$ cat src/rtl/decode_queue.sv
// In-order decode queue between instruction fetch and the RS/LSB/ROB dispatch ports.
// The head is decoded combinationally and dispatched only when its own target unit can accept it.
module decode_queue #(
  parameter int QDEPTH = 4,
  parameter int ROB_W  = 4
) (
  input  logic             clk_in,
  input  logic             rst_in,
  input  logic             rdy_in,
  input  logic             if_valid,
  output logic             if_ready,
  input  logic [31:0]      if_addr,
  input  logic [31:0]      if_ins,
  input  logic             if_pred_jmp,
  input  logic [31:0]      if_pred_another,
  output logic [4:0]       get_id_1,
  input  logic [31:0]      get_val_1,
  input  logic             get_has_dep_1,
  input  logic [ROB_W-1:0] get_dep_1,
  output logic [4:0]       get_id_2,
  input  logic [31:0]      get_val_2,
  input  logic             get_has_dep_2,
  input  logic [ROB_W-1:0] get_dep_2,
  input  logic             cdb_valid,
  input  logic [ROB_W-1:0] cdb_id,
  input  logic [31:0]      cdb_val,
  input  logic             rs_full,
  input  logic             lsb_full,
  input  logic             rob_full,
  input  logic             rob_clear,
  input  logic [ROB_W-1:0] rob_free_id,
  output logic             d_rs,
  output logic             d_lsb,
  output logic [31:0]      d_pc,
  output logic [10:0]      d_op,
  output logic [31:0]      d_imm,
  output logic             d_iQi,
  output logic [ROB_W-1:0] d_Qi,
  output logic [31:0]      d_Vi,
  output logic             d_iQj,
  output logic [ROB_W-1:0] d_Qj,
  output logic [31:0]      d_Vj,
  output logic [ROB_W-1:0] d_Qdest,
  output logic             r_is_ins,
  output logic [31:0]      r_ins_pc,
  output logic             r_done,
  output logic [31:0]      r_result,
  output logic [4:0]       r_rd,
  output logic             r_pred_jmp,
  output logic [31:0]      r_another,
  output logic [1:0]       r_type
);
  localparam int PW = $clog2(QDEPTH);
  localparam int CW = PW + 1;

  localparam logic [6:0] OP_LUI   = 7'b0110111;
  localparam logic [6:0] OP_AUIPC = 7'b0010111;
  localparam logic [6:0] OP_JAL   = 7'b1101111;
  localparam logic [6:0] OP_JALR  = 7'b1100111;
  localparam logic [6:0] OP_BR    = 7'b1100011;
  localparam logic [6:0] OP_LD    = 7'b0000011;
  localparam logic [6:0] OP_ST    = 7'b0100011;
  localparam logic [6:0] OP_OPI   = 7'b0010011;
  localparam logic [6:0] OP_OP    = 7'b0110011;
  localparam logic [6:0] OP_FENCE = 7'b0001111;
  localparam logic [6:0] OP_SYS   = 7'b1110011;

  localparam logic [1:0] RTYPE = 2'd0;
  localparam logic [1:0] STYPE = 2'd1;
  localparam logic [1:0] BTYPE = 2'd2;
  localparam logic [1:0] JTYPE = 2'd3;

  logic [31:0]   q_pc      [QDEPTH];
  logic [31:0]   q_ins     [QDEPTH];
  logic          q_pred    [QDEPTH];
  logic [31:0]   q_another [QDEPTH];
  logic [PW-1:0] head, tail;
  logic [CW-1:0] count;

  logic [31:0] h_pc, h_ins, h_imm, h_result;
  logic [6:0]  opc;
  logic is_lui, is_auipc, is_jal, is_jalr, is_br, is_ld, is_st, is_opi, is_op, is_fence, is_sys;
  logic is_illegal, needs_rs, needs_lsb, h_done;
  logic [4:0]  h_rd;
  logic [1:0]  h_type;
  logic fwd_1, fwd_2, dispatch, enq;

  assign if_ready = (count != CW'(QDEPTH));

  always_comb begin
    h_pc     = q_pc[head];
    h_ins    = q_ins[head];
    opc      = h_ins[6:0];
    is_lui   = (opc == OP_LUI);
    is_auipc = (opc == OP_AUIPC);
    is_jal   = (opc == OP_JAL);
    is_jalr  = (opc == OP_JALR);
    is_br    = (opc == OP_BR);
    is_ld    = (opc == OP_LD);
    is_st    = (opc == OP_ST);
    is_opi   = (opc == OP_OPI);
    is_op    = (opc == OP_OP);
    is_fence = (opc == OP_FENCE);
    is_sys   = (opc == OP_SYS);
    is_illegal = !(is_lui | is_auipc | is_jal | is_jalr | is_br | is_ld | is_st |
                   is_opi | is_op | is_fence | is_sys);
    needs_rs  = is_jalr | is_br | is_opi | is_op;
    needs_lsb = is_ld | is_st;

    get_id_1 = (is_lui | is_auipc | is_jal) ? 5'd0 : h_ins[19:15];
    get_id_2 = (is_jalr | is_opi | is_ld | is_lui | is_auipc | is_jal) ? 5'd0 : h_ins[24:20];

    h_imm = 32'd0;
    if (is_opi | is_ld | is_jalr) h_imm = {{20{h_ins[31]}}, h_ins[31:20]};
    else if (is_st)               h_imm = {{20{h_ins[31]}}, h_ins[31:25], h_ins[11:7]};
    else if (is_br)               h_imm = {{19{h_ins[31]}}, h_ins[31], h_ins[7], h_ins[30:25],
                                           h_ins[11:8], 1'b0};
    else if (is_lui | is_auipc)   h_imm = {h_ins[31:12], 12'd0};

    h_done   = is_lui | is_auipc | is_jal | is_jalr | is_fence | is_sys | is_illegal;
    h_result = 32'd0;
    if (is_lui)                h_result = h_imm;
    else if (is_auipc)         h_result = h_pc + h_imm;
    else if (is_jal | is_jalr) h_result = h_pc + 32'd4;

    h_rd = (is_st | is_br | is_fence | is_sys | is_illegal) ? 5'd0 : h_ins[11:7];
    if (is_st)                 h_type = STYPE;
    else if (is_br)            h_type = BTYPE;
    else if (is_jal | is_jalr) h_type = JTYPE;
    else                       h_type = RTYPE;

    // A pending operand whose producer broadcasts this cycle is captured from the CDB.
    fwd_1 = get_has_dep_1 && cdb_valid && (cdb_id == get_dep_1);
    fwd_2 = get_has_dep_2 && cdb_valid && (cdb_id == get_dep_2);

    dispatch = (count != '0) && rdy_in && !rob_clear && !rob_full &&
               (!needs_rs || !rs_full) && (!needs_lsb || !lsb_full);
    enq      = if_valid && if_ready && rdy_in && !rob_clear;
  end

  always_ff @(posedge clk_in) begin
    if (enq) begin
      q_pc[tail]      <= if_addr;
      q_ins[tail]     <= if_ins;
      q_pred[tail]    <= if_pred_jmp;
      q_another[tail] <= if_pred_another;
    end
  end

  always_ff @(posedge clk_in or posedge rst_in) begin
    if (rst_in) begin
      head <= '0; tail <= '0; count <= '0;
      d_rs <= 1'b0; d_lsb <= 1'b0; r_is_ins <= 1'b0;
      d_pc <= '0; d_op <= '0; d_imm <= '0;
      d_iQi <= 1'b0; d_Qi <= '0; d_Vi <= '0;
      d_iQj <= 1'b0; d_Qj <= '0; d_Vj <= '0; d_Qdest <= '0;
      r_ins_pc <= '0; r_done <= 1'b0; r_result <= '0; r_rd <= '0;
      r_pred_jmp <= 1'b0; r_another <= '0; r_type <= '0;
    end else if (rob_clear) begin
      head <= '0; tail <= '0; count <= '0;
      d_rs <= 1'b0; d_lsb <= 1'b0; r_is_ins <= 1'b0;
    end else if (rdy_in) begin
      if (enq)      tail <= tail + PW'(1);
      if (dispatch) head <= head + PW'(1);
      count    <= count + CW'(enq) - CW'(dispatch);
      d_rs     <= dispatch && needs_rs;
      d_lsb    <= dispatch && needs_lsb;
      r_is_ins <= dispatch;
      if (dispatch) begin
        d_pc       <= h_pc;
        d_op       <= {h_ins[30], h_ins[14:12], h_ins[6:0]};
        d_imm      <= h_imm;
        d_iQi      <= !get_has_dep_1 || fwd_1;
        d_Qi       <= get_dep_1;
        d_Vi       <= fwd_1 ? cdb_val : get_val_1;
        d_iQj      <= !get_has_dep_2 || fwd_2;
        d_Qj       <= get_dep_2;
        d_Vj       <= fwd_2 ? cdb_val : get_val_2;
        d_Qdest    <= rob_free_id;
        r_ins_pc   <= h_pc;
        r_done     <= h_done;
        r_result   <= h_result;
        r_rd       <= h_rd;
        r_pred_jmp <= q_pred[head];
        r_another  <= q_another[head];
        r_type     <= h_type;
      end
    end
  end
endmodule
$ cat config.mk
export PLATFORM = sky130hd
export DESIGN_NAME = decode_queue
export DESIGN_NICKNAME = d
export VERILOG_FILES = /design/src/rtl/decode_queue.sv
export SDC_FILE = /design/constraint.sdc
export NUM_CORES = 1
export LEC_CHECK = 0
export ABC_CLOCK_PERIOD_IN_PS = 8100
export CORE_ASPECT_RATIO = 0.7
export CORE_MARGIN = 4
export CORE_UTILIZATION = 65
export CTS_BUF_LIST = sky130_fd_sc_hd__clkbuf_2 sky130_fd_sc_hd__clkbuf_4 sky130_fd_sc_hd__clkbuf_8
export CTS_CLUSTER_DIAMETER = 80
export DETAILED_ROUTE_END_ITERATION = 10
export DONT_BUFFER_PORTS = 1
export GPL_TIMING_DRIVEN = 0
export HOLD_SLACK_MARGIN = 0.12
export PLACE_DENSITY = 0.81
export SYNTH_ARGS = -nofsm -noshare
export SYNTH_HDL_FRONTEND = slang
export SYNTH_SLANG_ARGS = --single-unit
export TNS_END_PERCENT = 100
$ cat constraint.sdc
create_clock -name clk_in -period 8.1 [get_ports clk_in]
set_input_delay 0.405 -clock clk_in [delete_from_list [all_inputs] [get_ports clk_in]]
set_output_delay 0.405 -clock clk_in [all_outputs]
set_load 0.02 [all_outputs]
==> run_results.csv <==
group,metric,value,unit
timing,whs,0.163,ns
clock_tree,cts_sinks,624,
global_routing,grt_max_degree,131,
floorplanning,core_area,0.0410,mm²
synthesis,syn_area,0.0270,mm²
worst_setup_path,start_kind,"register",
detailed_routing,viasPerCell,6.73,
placement,hpwl,57000,µm
placement,place_congestion,0.975,
detailed_routing,drtIter0Drc,2738,
clock_tree,cts.path.max_buffers,3,
timing,min_period,6.46,ns
detailed_routing,drcViolationCount,0,
floorplanning,start_util,65.8,%
detailed_routing,routedWlPerCell,29.7,µm
detailed_routing,vias,19754,
timing,hold_violations,0,
pwr,switching_share,31.2,%
synthesis,synthFlopType,"edfxtp_1",
worst_setup_path,arrival,6.96,ns
worst_setup_path,critPathRequiredTime,8.60,ns
floorplanning,ios,492,
outcome,status,"finished, final reports clean",
worst_setup_path,end_kind,"register",
clock_tree,clk_pin_slew_worst_paths,0.07,ns
pwr,p_clk_share,35.2,%
global_routing,met2_usage,57.4,%
timing,fin_crit_sh,79.7,%
floorplanning,die_y,178,µm
clock_tree,hold_buffers,209,
synthesis,avgSynthCellArea,13.4,µm²
pwr,ir_drop,0.272,mV
global_routing,gr-usage-met3,11.9,%
worst_setup_path,r2r-start,"head[1]",
timing,clock_skew,0.0740,ns
timing,slew_headroom,35.2,%
global_routing,busiest_layer,"met2",
hold_path,hold_class,"in -> reg",
placement,placed_area,0.0278,mm²
pwr,power,8.28,mW
clock_tree,clock_latency,0.70,ns
timing,worst_pin_slew,0.971,ns
pwr,p_leak,13.2,nW
hold_path,min_from,"rob_clear",
detailed_routing,dr.pass1.iters,5,
synthesis,synthDistinctLibCells,77,
finish,drive_above_1_share,16.0,%
synthesis,synth_top_family_by_area,"simple AND/OR/NAND/NOR gates",
clock_tree,cts-resized-gates,0,
finish,area_growth_syn_to_layout,18.7,%
synthesis,ys_seq_elements,624,
worst_setup_path,reg2reg_slack,1.64,ns
worst_setup_path,worstSetupPathType,"reg -> reg",
finish,fin_area,0.0320,mm²
synthesis,synth_edf_count,388,
placement,io_buffers,0,
clock_tree,clock_tree.htree_level_count,3,
worst_setup_path,r2r-end,"r_result[29]",
floorplanning,rows,62,
synthesis,async_flop_share,37.8,%
global_routing,met1_usage,53.2,%
synthesis,yosys.area_share.xor_xnor,1.85,%
global_routing,grt_pass1_wl,126000,µm
global_routing,gr-total-overflow,0,
finish,layout.nets,2574,
detailed_routing,postRouteAntennaNets,0,
synthesis,synthMuxAreaShare,10.7,%
synthesis,synth_cells,2008,
hold_path,min_path_cells,2,
pwr,power_density,258,mW/mm²
pwr,switching_power,2.58,mW
synthesis,synth_compound_area_share,6.48,%
synthesis,syn_nets,2268,
timing,grt_setup_unrepaired,"no",
clock_tree,cts_tree,"yes",
clock_tree,clk_root_buffer_cell,"clkbuf_8",
synthesis,yosys.area_share.simple,10.9,%
pwr,intPower,5.70,mW
synthesis,ys_seq_area_share,65.1,%
pwr,sequentialPowerShare,54.9,%
finish,fin_util,78.0,%
run,maxCapViolCount,0,
detailed_routing,drt-total-wl,87200,µm
worst_setup_path,ff2ff_path_depth,17,
timing,setup_tns,0,ns
timing,finalMaxSlewViolations,0,
clock_tree,postCtsSetupBuffers,0,
pwr,pwr-share-comb,10.0,%
synthesis,synth-warning-count,0,
worst_setup_path,critPathMaxFanout,10,
floorplanning,die_area,0.0449,mm²
timing,setup_viol,0,
global_routing,antenna_found_initial,9,
timing,max_freq,0.155,GHz
clock_tree,numCtsBuffers,90,
global_routing,grt_usage,38.1,%
floorplanning,fp.dieW,252,µm
hold_path,min_to,"count[1]",
global_routing,grt_pass1_vias,19430,
synthesis,synth-adder-area-share,1.91,%
## power by group through the flow
stage | sequential [mW] | clock, mW | combinational [mW]
floorplan | 4.40 | 0 | 0.532
global placement | 4.57 | 0 | 0.625
detailed placement | 4.58 | 0 | 0.670
CTS | 4.52 | 2.88 | 0.780
global route | 4.55 | 3.08 | 0.895
finish | 4.54 | 2.91 | 0.824
## metrics by stage
stage / std cells / setup WS, ns
4_1_cts: 2934 / 1.96
6_report: 2936 / 1.64
5_1_grt: 2935 / 1.43
3_5_place_dp: 2557 / 2.06
3_3_place_gp: 2552 / -1.46
2_1_floorplan: 2008 / 1.22
## synthesized netlist by cell type, types with 16 or more instances
cell type / instances / area, µm²
a21o_1: 18 / 135
nor3_1: 16 / 80.1
xor2_1: 23 / 201
nand4_1: 16 / 100
edfxtp_1: 388 / 11700
buf_4: 38 / 285
and2_1: 26 / 163
nor2_1: 91 / 342
xnor2_1: 34 / 298
a221oi_1: 16 / 140
ha_1: 38 / 475
dfrtp_1: 236 / 5910
clkbuf_1: 35 / 131
inv_1: 24 / 90.1
o21ai_0: 108 / 541
mux2i_1: 68 / 681
a21oi_1: 49 / 245
nand2_1: 470 / 1760
mux4_2: 97 / 2180
buf_2: 52 / 260
nand3_1: 21 / 105
## flip-flops by register name (all words and copies together), names as in the netlist, 3 cells and up
signal and flops:
d_Qj 4, r_another 32, q_another 128, q_pc 128, r_result 32, count 3
d_imm 32, d_Vj 32, d_Qdest 4, r_ins_pc 32, r_rd 5, q_pred 4
d_op 11, d_Qi 4, d_Vi 32, q_ins 128
## kinds of logic (layout without fill, tap and decap cells)
kind of cell,count (synthesis),count (layout)
compound gates,277,277
buf+inv,154,536
xor+xnor,57,57
simple gates,690,690
mux,166,166
flops,624,624
fa+ha+maj,40,40
other cells,0,2
## worst max-delay path by stage
| stage | start | end | slack (ns) |
|---|---|---|---|
| 2_1_floorplan | rst_in | count[0] | 1.22 |
| 3_3_place_gp | rst_in | r_another[2] | -1.46 |
| 3_5_place_dp | head[1] | r_result[29] | 2.06 |
| 4_1_cts | head[1] | r_result[24] | 1.96 |
| 5_1_grt | head[1] | r_result[29] | 1.43 |
| 6_report | head[1] | r_result[29] | 1.64 |
## layer usage
metal | vias to the layer above | wire length [µm]
met3 | 344 | 11000
met2 | 1566 | 39800
met5 | - | 63
met4 | 10 | 4140
met1 | 9910 | 32200
li1 | 7924 | -
## area by class of cell
type / instances / area, µm²
diodes: 2 / 5.00
clock buffers: 143 / 1710
fillers: 2232 / 9020
clock inverters: 25 / 393
flip-flops and latches: 624 / 17600
inverters: 25 / 101
well taps: 544 / 681
plain buffers: 129 / 743
multi-input cells: 1230 / 8600
repair buffers: 214 / 2230
## critical path, stage by stage, from the launching register on
cell      delay (ns)
dfrtp_1         0.34
buf_2           0.32
buf_2           0.40
buf_2           0.34
buf_2           0.44
clkbuf_1        0.62
mux4_2          0.36
nand2_1         0.07
o21ai_0         0.78
ha_1            0.39
a21oi_1         0.11
o21ai_0         0.63
nor2b_1         0.22
a211oi_1        0.09
a211oi_1        0.53
nor3_1          0.12
o21ai_0         0.37
a21oi_1         0.13
## cells in the final DEF, fill, tap and decap left out, types with 5 or more instances in the layout
cell type,instances
a31oi_1,13
a211oi_1,8
buf_2,52
xor2_1,23
dfrtp_1,236
and2_1,22
nor3_1,16
nand3_1,21
nand2b_1,8
o22ai_1,6
dlygate4sd3_1,209
ha_1,38
mux2i_1,68
o21ai_0,108
a21o_1,18
a22o_1,13
bufinv_16,8
a221oi_1,16
mux4_2,97
edfxtp_1,388
clkbuf_1,35
inv_1,23
o21a_1,6
xnor2_1,34
nor2b_1,5
nand4_1,16
nand2_1,470
clkbuf_4,41
buf_16,5
nor2_1,91
o211ai_1,8
clkinv_2,5
buf_4,38
and3_1,10
clkbuf_8,102
a21oi_1,49
(Power assumes the default switching activity.)
